File: config.mk
export PLATFORM = sky130hd
export DESIGN_NAME = semafor_masini_ctrl
export DESIGN_NICKNAME = d
export VERILOG_FILES = /design/src/rtl/semafor_masini_ctrl_pkg.sv /design/src/rtl/semafor_masini_ctrl_gen_tick_sec.sv /design/src/rtl/semafor_masini_ctrl.sv
export SDC_FILE = /design/constraint.sdc
export NUM_CORES = 1
export LEC_CHECK = 0
export ABC_CLOCK_PERIOD_IN_PS = 2200
export CAP_MARGIN = 20
export CORE_ASPECT_RATIO = 0.8
export CORE_MARGIN = 1
export CORE_UTILIZATION = 40
export CTS_BUF_LIST = sky130_fd_sc_hd__clkbuf_16
export CTS_CLUSTER_DIAMETER = 150
export DETAILED_ROUTE_END_ITERATION = 6
export SYNTH_ARGS = -nofsm -noshare
export SYNTH_HDL_FRONTEND = slang
export SYNTH_HIERARCHICAL = 1
export SYNTH_SLANG_ARGS = --single-unit
File: constraint.sdc
create_clock -name clk -period 2.2 [get_ports clk]
set_input_delay 0.44 -clock clk [delete_from_list [all_inputs] [get_ports clk]]
set_output_delay 0.44 -clock clk [all_outputs]
set_load 0.01 [all_outputs]
File: src/rtl/semafor_masini_ctrl_pkg.sv
// ---- semafor_pkg : state encoding and counter-width helper for the crossing controller (rev 1.0)
`default_nettype none

package semafor_pkg;

  localparam logic [2:0] S_VERDE   = 3'd0;
  localparam logic [2:0] S_GALBEN  = 3'd1;
  localparam logic [2:0] S_GARDA   = 3'd2;
  localparam logic [2:0] S_PIETONI = 3'd3;
  localparam logic [2:0] S_CLEAR   = 3'd4;

  function automatic int latime_cnt(input int max_val);
    return (max_val < 1) ? 1 : $clog2(max_val + 1);
  endfunction

endpackage

`default_nettype wire

File: src/rtl/semafor_masini_ctrl_gen_tick_sec.sv
// ---- gen_tick_sec : one-cycle pulse every DIV_FACTOR_SEC cycles, zeroed by restart (rev 1.0)
`default_nettype none

module gen_tick_sec
  import semafor_pkg::*;
#(
  parameter int DIV_FACTOR_SEC = 10
) (
  input  logic clk,
  input  logic rst,
  input  logic restart,
  output logic tick
);

  localparam int              W       = latime_cnt(DIV_FACTOR_SEC - 1);
  localparam logic [W-1:0]    C_ULTIM = W'(DIV_FACTOR_SEC - 1);

  logic [W-1:0] cnt_q;

  always_ff @(posedge clk) begin
    if (rst || restart) begin
      cnt_q <= '0;
    end else if (cnt_q == C_ULTIM) begin
      cnt_q <= '0;
    end else begin
      cnt_q <= cnt_q + W'(1);
    end
  end

  assign tick = (cnt_q == C_ULTIM);

endmodule

`default_nettype wire

File: src/rtl/semafor_masini_ctrl.sv
// ---- semafor_masini_ctrl : car-light controller handing the crossing to the pedestrian block (rev 1.0)
// ---- optional build macro: SEMAFOR_TIMEOUT_PIETON_EN enables the pedestrian-phase watchdog
`default_nettype none

module semafor_masini_ctrl
  import semafor_pkg::*;
#(
  parameter int SECUNDE_VERDE_MIN = 12,
  parameter int SECUNDE_GALBEN    = 3,
  parameter int SECUNDE_GARDA     = 2,
  parameter int SECUNDE_TIMEOUT   = 30,
  parameter int DIV_FACTOR_SEC    = 10
) (
  input  logic clk,
  input  logic rst,
  input  logic buton_pieton,
  input  logic pieton_done,
  output logic pieton_enable,
  output logic pieton_clear,
  output logic masina_verde,
  output logic masina_galben,
  output logic masina_rosu,
  output logic cerere_activa,
  output logic eroare
);

  localparam int C_MAX_A = (SECUNDE_VERDE_MIN > SECUNDE_GALBEN) ? SECUNDE_VERDE_MIN : SECUNDE_GALBEN;
  localparam int C_MAX_B = (SECUNDE_GARDA > SECUNDE_TIMEOUT) ? SECUNDE_GARDA : SECUNDE_TIMEOUT;
  localparam int C_MAX   = (C_MAX_A > C_MAX_B) ? C_MAX_A : C_MAX_B;
  localparam int SW      = latime_cnt(C_MAX);

  localparam logic [SW-1:0] C_VERDE      = SW'(SECUNDE_VERDE_MIN);
  localparam logic [SW-1:0] C_VERDE_ULT  = SW'(SECUNDE_VERDE_MIN - 1);
  localparam logic [SW-1:0] C_GALBEN_ULT = SW'(SECUNDE_GALBEN - 1);
  localparam logic [SW-1:0] C_GARDA_ULT  = SW'(SECUNDE_GARDA - 1);
`ifdef SEMAFOR_TIMEOUT_PIETON_EN
  localparam logic [SW-1:0] C_TIMEOUT_ULT = SW'(SECUNDE_TIMEOUT - 1);
`endif

  logic [2:0]    sync_q;
  logic          buton_edge;
  logic          cerere_q, cerere_d;
  logic [2:0]    stare_q, stare_d;
  logic [SW-1:0] sec_q, sec_d;
  logic          tick;
  logic          restart;
  logic          verde_gata;
  logic          timeout_evt;
  logic          verde_q, galben_q, rosu_q, enable_q, clear_q;

  gen_tick_sec #(
    .DIV_FACTOR_SEC(DIV_FACTOR_SEC)
  ) u_tick (
    .clk    (clk),
    .rst    (rst),
    .restart(restart),
    .tick   (tick)
  );

  // sync_q[2] is the previous synchronized level, used only for edge detection
  assign buton_edge = sync_q[1] & ~sync_q[2];
  assign verde_gata = (sec_q == C_VERDE) || (tick && (sec_q == C_VERDE_ULT));
  assign restart    = (stare_d != stare_q);

  always_comb begin
    timeout_evt = 1'b0;
`ifdef SEMAFOR_TIMEOUT_PIETON_EN
    timeout_evt = (stare_q == S_PIETONI) && !pieton_done && tick && (sec_q == C_TIMEOUT_ULT);
`endif
    stare_d = stare_q;
    case (stare_q)
      S_VERDE:   if (cerere_q && verde_gata) stare_d = S_GALBEN;
      S_GALBEN:  if (tick && (sec_q == C_GALBEN_ULT)) stare_d = S_GARDA;
      S_GARDA:   if (tick && (sec_q == C_GARDA_ULT)) stare_d = S_PIETONI;
      S_PIETONI: if (pieton_done || timeout_evt) stare_d = S_CLEAR;
      S_CLEAR:   stare_d = S_VERDE;
      default:   stare_d = S_VERDE;
    endcase
  end

  always_comb begin
    sec_d = sec_q;
    if (restart) begin
      sec_d = '0;
    end else if (tick && !((stare_q == S_VERDE) && (sec_q == C_VERDE))) begin
      sec_d = sec_q + SW'(1);
    end
  end

  always_comb begin
    cerere_d = cerere_q;
    if (stare_q == S_CLEAR) begin
      cerere_d = 1'b0;
    end else if (buton_edge && ((stare_q == S_VERDE) || (stare_q == S_GALBEN))) begin
      cerere_d = 1'b1;
    end
  end

  always_ff @(posedge clk) begin
    if (rst) begin
      sync_q   <= '0;
      cerere_q <= 1'b0;
      stare_q  <= S_VERDE;
      sec_q    <= '0;
      verde_q  <= 1'b1;
      galben_q <= 1'b0;
      rosu_q   <= 1'b0;
      enable_q <= 1'b0;
      clear_q  <= 1'b0;
    end else begin
      sync_q   <= {sync_q[1:0], buton_pieton};
      cerere_q <= cerere_d;
      stare_q  <= stare_d;
      sec_q    <= sec_d;
      verde_q  <= (stare_d == S_VERDE);
      galben_q <= (stare_d == S_GALBEN);
      rosu_q   <= (stare_d != S_VERDE) && (stare_d != S_GALBEN);
      enable_q <= (stare_d == S_PIETONI);
      clear_q  <= (stare_d == S_CLEAR);
    end
  end

`ifdef SEMAFOR_TIMEOUT_PIETON_EN
  logic eroare_q;

  always_ff @(posedge clk) begin
    if (rst) begin
      eroare_q <= 1'b0;
    end else if (timeout_evt) begin
      eroare_q <= 1'b1;
    end
  end

  assign eroare = eroare_q;
`else
  assign eroare = 1'b0;
`endif

  assign masina_verde  = verde_q;
  assign masina_galben = galben_q;
  assign masina_rosu   = rosu_q;
  assign pieton_enable = enable_q;
  assign pieton_clear  = clear_q;
  assign cerere_activa = cerere_q;

endmodule

`default_nettype wire

**After elaboration in Yosys (flattened, before gate mapping)**

Cells that the tools add are included.

- Word-level logic and storage cells: 51
- Bits of input ports: 4
- Register bits after elaboration: 21
- Output and inout port bits: 7

- Bitwise gates (word level): 2
- Equality and inequality tests: 14
- Mux-type cells: 5
- Add/sub/neg operators: 2
- Reduce and logical (&&, ||, !) cells: 18

Operators with widths:

| kind | number |
|---|---|
| 3-bit two-way mux | 4 |
| 3-bit one-hot mux with 4 select lines | 1 |
| 5-bit by 4-bit == test with 1-bit output (second input constant) | 2 |
| 3-bit by 2-bit == test with 1-bit output (second input constant) | 3 |
| 1-bit logical AND | 8 |
| 3-bit by 1-bit == test with 1-bit output (second input constant) | 2 |
| 3-bit == test (second input constant) | 2 |
| 3-bit zero test | 2 |
| 2-bit OR reduction | 3 |
| 5-bit by 1-bit adder with 5-bit output (second input constant) | 1 |
| 5-bit by 1-bit == test with 1-bit output (second input constant) | 1 |
| 5-bit by 2-bit == test with 1-bit output (second input constant) | 1 |
| 4-bit by 1-bit adder with 4-bit output (second input constant) | 1 |
| 4-bit == test (second input constant) | 1 |
| 1-bit logical OR | 3 |
| 3-bit by 1-bit != test with 1-bit output (second input constant) | 1 |
| 3-bit != test | 1 |
| 3-bit nonzero test | 1 |
| 1-bit bitwise AND | 1 |
| 1-bit zero test | 1 |
| 1-bit inverter | 1 |

**Depth between registers and ports, before layout**

- Depth in word-level cells: 9
- Gate-level depth with buffers: 8
- Depth with buffers taken out: 8

**Modules after synthesis**

Netlist, hierarchy kept.

By module, submodules not included:

| module | cells an instance | area each (sq um) | instances | seq. area each (sq um) |
|---|---|---|---|---|
| semafor_masini_ctrl | 85 | 808.3 | 1 | 340.3 |
| gen_tick_sec | 16 | 166.4 | 1 | 80.1 |

**Least setup slack after synthesis**

OpenSTA, ideal clock, no wires.

- Path kind: flip-flop to flip-flop
- Start: reg u_tick.cnt_q[1]
- End: reg u_tick.cnt_q[2]
- Arrival time: 1.711 ns
- Library setup time: 0.064 ns
- Path slack: 0.424 ns
- Period minus slack after synthesis: 1.776 ns
- Required time: 2.136 ns
- Cell stages (with the launch flop): 9
- Path buffers: 0
- Cell sequence: dfxtp_1 inv_1 ha_1 and3b_1 and3b_1 o211ai_1 nand3_1 or3_4 nor2_1

- Cells in the longest elaborated chain, start to end: 9
- Elaborated cells on any way between the ends: 14
- Those cells by class: 1 x add/sub; 2 x eq/ne; 4 x mux; 7 x reduce/logical

RTL lines:

| item | RTL line | text |
|---|---|---|
| start, declared | semafor_masini_ctrl_gen_tick_sec.sv:18 | `logic [W-1:0] cnt_q;` |
| start signal, assigned | semafor_masini_ctrl_gen_tick_sec.sv:26 | `cnt_q <= cnt_q + W'(1);` |
| 4-bit == test (*) | semafor_masini_ctrl_gen_tick_sec.sv:30 | `assign tick = (cnt_q == C_ULTIM);` |
| named net tick | semafor_masini_ctrl.sv:45 | `logic tick;` |
| 1-bit logical AND | semafor_masini_ctrl.sv:62 | `assign verde_gata = (sec_q == C_VERDE) \|\| (tick && (sec_q == C_VERDE_ULT));` |
| 1-bit logical OR | semafor_masini_ctrl.sv:62 |  |
| 1-bit logical AND | semafor_masini_ctrl.sv:72 | `S_VERDE: if (cerere_q && verde_gata) stare_d = S_GALBEN;` |
| 3-bit two-way mux | semafor_masini_ctrl.sv:72 |  |
| 3-bit one-hot mux with 4 select lines (*) | semafor_masini_ctrl.sv:71 | `case (stare_q)` |
| 3-bit != test (*) | semafor_masini_ctrl.sv:63 | `assign restart = (stare_d != stare_q);` |
| named net restart | semafor_masini_ctrl.sv:46 | `logic restart;` |
| 1-bit logical OR (*) | semafor_masini_ctrl_gen_tick_sec.sv:21 | `if (rst \|\| restart) begin` |
| 2-bit OR reduction (no line) (*) | -- |  |

The timed path passes the listed nets; every way through them passes the cells marked *.
A chain may end at the register's enable or synchronous reset.

**Final worst setup path**

- Start: reg u_tick.cnt_q[0]
- End: reg sec_q[3]

- Cells in the longest elaborated chain, start to end: 8
- Elaborated cells on any way between the ends: 13
- Those cells by class: 2 x eq/ne; 4 x mux; 7 x reduce/logical

RTL lines:

| item | RTL line | text |
|---|---|---|
| 4-bit == test (*) | semafor_masini_ctrl_gen_tick_sec.sv:30 |  |
| named net tick | semafor_masini_ctrl.sv:45 |  |
| 1-bit logical AND | semafor_masini_ctrl.sv:62 |  |
| 1-bit logical OR | semafor_masini_ctrl.sv:62 |  |
| 1-bit logical AND | semafor_masini_ctrl.sv:72 |  |
| 3-bit two-way mux | semafor_masini_ctrl.sv:72 |  |
| 3-bit one-hot mux with 4 select lines | semafor_masini_ctrl.sv:71 |  |
| 3-bit != test | semafor_masini_ctrl.sv:63 |  |
| 2-bit OR reduction (no line) | -- |  |
| end signal, assigned | semafor_masini_ctrl.sv:104 | `sec_q <= '0;` |
| end signal, assigned | semafor_masini_ctrl.sv:114 | `sec_q <= sec_d;` |
| end, declared | semafor_masini_ctrl.sv:44 | `logic [SW-1:0] sec_q, sec_d;` |

Marks and branches as above.

==> run metrics <==
drt drc 1; worst clock skew ~1.9 ps; Die ar. between 2000 and 3000 um^2; syn_nets around 110; top achievable clock speed 516.6 MHz; FF-to-FF path depth 6; Inserted Clock Buffers 3; library cells used by synthesis 36; Hold Path Depth 1; post-route total power about 0.8 mW; Post-Syn Area around 970 um^2; final worst-path cycle share approximately 88%; Syn Area/Cell 9.650 um^2; initial DRC count 21; Hold Path End sync_q[1]; clk buf depth 2; core region area ~2200 um^2; Die Wd 57.19 um; Startpoint Class register; Final Hold Viols 0; R2R Path Start u_tick/cnt_q[0]; max-cap violation count 0; design area around 1200 um^2; Final #Nets roughly 120; WL final around 1.6 mm; setup_tns 0 ps; antenna cells 0; IO buf count 9; first-pass GRT wire length between 2 and 3 mm; Detailed Place HPWL 1.184 mm; Routed Antenna Nets 0; CTS tree yes; Final min period slightly below 2000 ps; share of layout cells above drive strength 1 a little under a tenth; status finished, violations left; post-CTS sizing 0; iteration count of the initial detailed-routing pass 7; gr ovfl total 0; most frequent cells in the layout 21 x dfxtp_1, 10 x nor2_1, 9 x clkdlybuf4s50_1; commonest non-fill, non-tap cell in the layout dfxtp_1; CP max FO 8; chip height ~46 um; vias in the first global route 622; YS warnings 6; clk_lat worst skew between 200 and 300 ps; Async SR Flop Fraction 0%; gpl congestion ~0.81; Post-CTS Setup Inserts 0; HP Start sync_q[0]; Slew Limit Fails 0; number of flops mapped to enable cells by yosys 0; # IOs 11; area delta synth->final 18.61%; clock sinks 21; gr usage total 14.40%; row count 15; failing checks design-rule violations; VDD IR max between 0.4 and 0.5 mV; Post-DP Area 1076 um^2; Initial Util between 40% and 50%; endpoints failing setup 0; vias per cell 5.272; largest net degree at the start of global routing 13; CP Data Arrival Time roughly 2100 ps; WL per Instance between 10 and 15 um; PwrDens ~700 nW/um^2; RSZ-0062 raised after global routing false; reg2reg setup slack approximately 260 ps; clk root buf clkbuf_16; DR vias roughly 720; sequential share of the synthesized area a little over two fifths; CP required 2330 ps; reg2reg end sec_q[3]; Setup crit end kind register; hold-fix buffers at CTS 0; H-tree depth 1; critical path class reg -> reg; Synth Flop Type dfxtp_1; Mapped Cells between 100 and 150; Clock transition at path regs 60 ps; #FFs+latches synth 21; initial antenna violation count 0; Leak about 0.44 nW; Min-Delay Path Class reg -> reg
## report_power, final
part,switching [mW],internal (mW)
sequential,0.00562,0.388
clock,0.132,0.244
combinational,0.0128,0.0161
total,0.150,0.648
## cell type report
type	count	area [um^2]
repair buffers	10	97.59
clock inverters	1	5.005
well taps	25	31.28
fillers	206	1077
clock buffers	3	75.07
inverters	7	26.28
multi-input cells	69	500.5
flip-flops and latches	21	420.4
## cell families after synthesis
family	after synthesis	synth area share [%]
xor gates and xnor gates	3	2.696
muxes	1	1.027
AOI/OAI and AO/OA	15	11.04
adders and majority gates	6	7.702
DFF	21	43.13
buffers and inverters	11	5.520
other	1	0.3847
and+or+nand+nor	43	28.50
## Yosys cell counts (all sizes together) (2+ instances only)
library cell | count | area (um^2)
dfxtp | 21 | 420.4
nor2 | 10 | 37.54
inv | 7 | 26.28
ha | 6 | 75.07
nor3b | 5 | 37.54
nand2 | 4 | 15.01
nor2b | 4 | 25.02
a21oi | 3 | 15.01
a31oi | 3 | 25.02
and2 | 3 | 18.77
and3b | 3 | 26.28
nand3 | 3 | 15.01
nor3 | 3 | 15.01
o21ai | 3 | 15.01
a32oi | 2 | 17.52
buf | 2 | 18.77
clkbuf | 2 | 8.750
nand4 | 2 | 12.51
nor4b | 2 | 38.78
xnor2 | 2 | 17.52
## worst max-delay path, cell delays in order (launching register included)
cell and delay [ps]:
dfxtp_1 370, ha_1 150, and3b_1 330, nor4b_2 460, o21ai_1 170, nand4b_1 240
nor3_1 90
## flip-flops by register name (all words and copies together), names as in the netlist
signal / cells
masina_galben: 1
cerere_activa: 1
pieton_enable: 1
pieton_clear: 1
sync_q: 3
sec_q: 5
u_tick/cnt_q: 4
masina_rosu: 1
masina_verde: 1
stare_q: 3
## per-stage QoR
| stage | hold WS, ps | cells | util [%] | worst slack (ps) |
|---|---|---|---|---|
| global placement | 423.5 | 132 | 48.18 | 294.3 |
| CTS | 437.5 | 136 | 51.76 | 267.2 |
| floorplan | 413.8 | 101 | - | 424.4 |
| global route | 459.7 | 136 | 51.76 | 27.27 |
| finish | 432.4 | 136 | 51.76 | 264.2 |
| detailed placement | 423.9 | 132 | 48.18 | 289.3 |
## worst max path at each step
stage / startpoint / to / slack [ps] / cells after the start
after global routing: u_tick/cnt_q[0] / sec_q[3] / 30 / 6
after floorplan: u_tick/cnt_q[1] / u_tick/cnt_q[2] / 420 / 8
after detailed placement: u_tick/cnt_q[1] / u_tick/cnt_q[2] / 290 / 8
final: u_tick/cnt_q[0] / sec_q[3] / 260 / 6
after CTS: u_tick/cnt_q[1] / u_tick/cnt_q[2] / 270 / 8
after global placement: u_tick/cnt_q[1] / u_tick/cnt_q[2] / 290 / 8
## routing by layer
metal  part of all wire (%)  vias up  track usage [%]
met3                    5.8        2            6.742
met2                     43       16            23.76
met4                   0.49        0            2.927
met5                      0        -                0
li1                       -      371                -
met1                     51      328            17.46
Note: power is estimated with default switching activity, not from simulation.
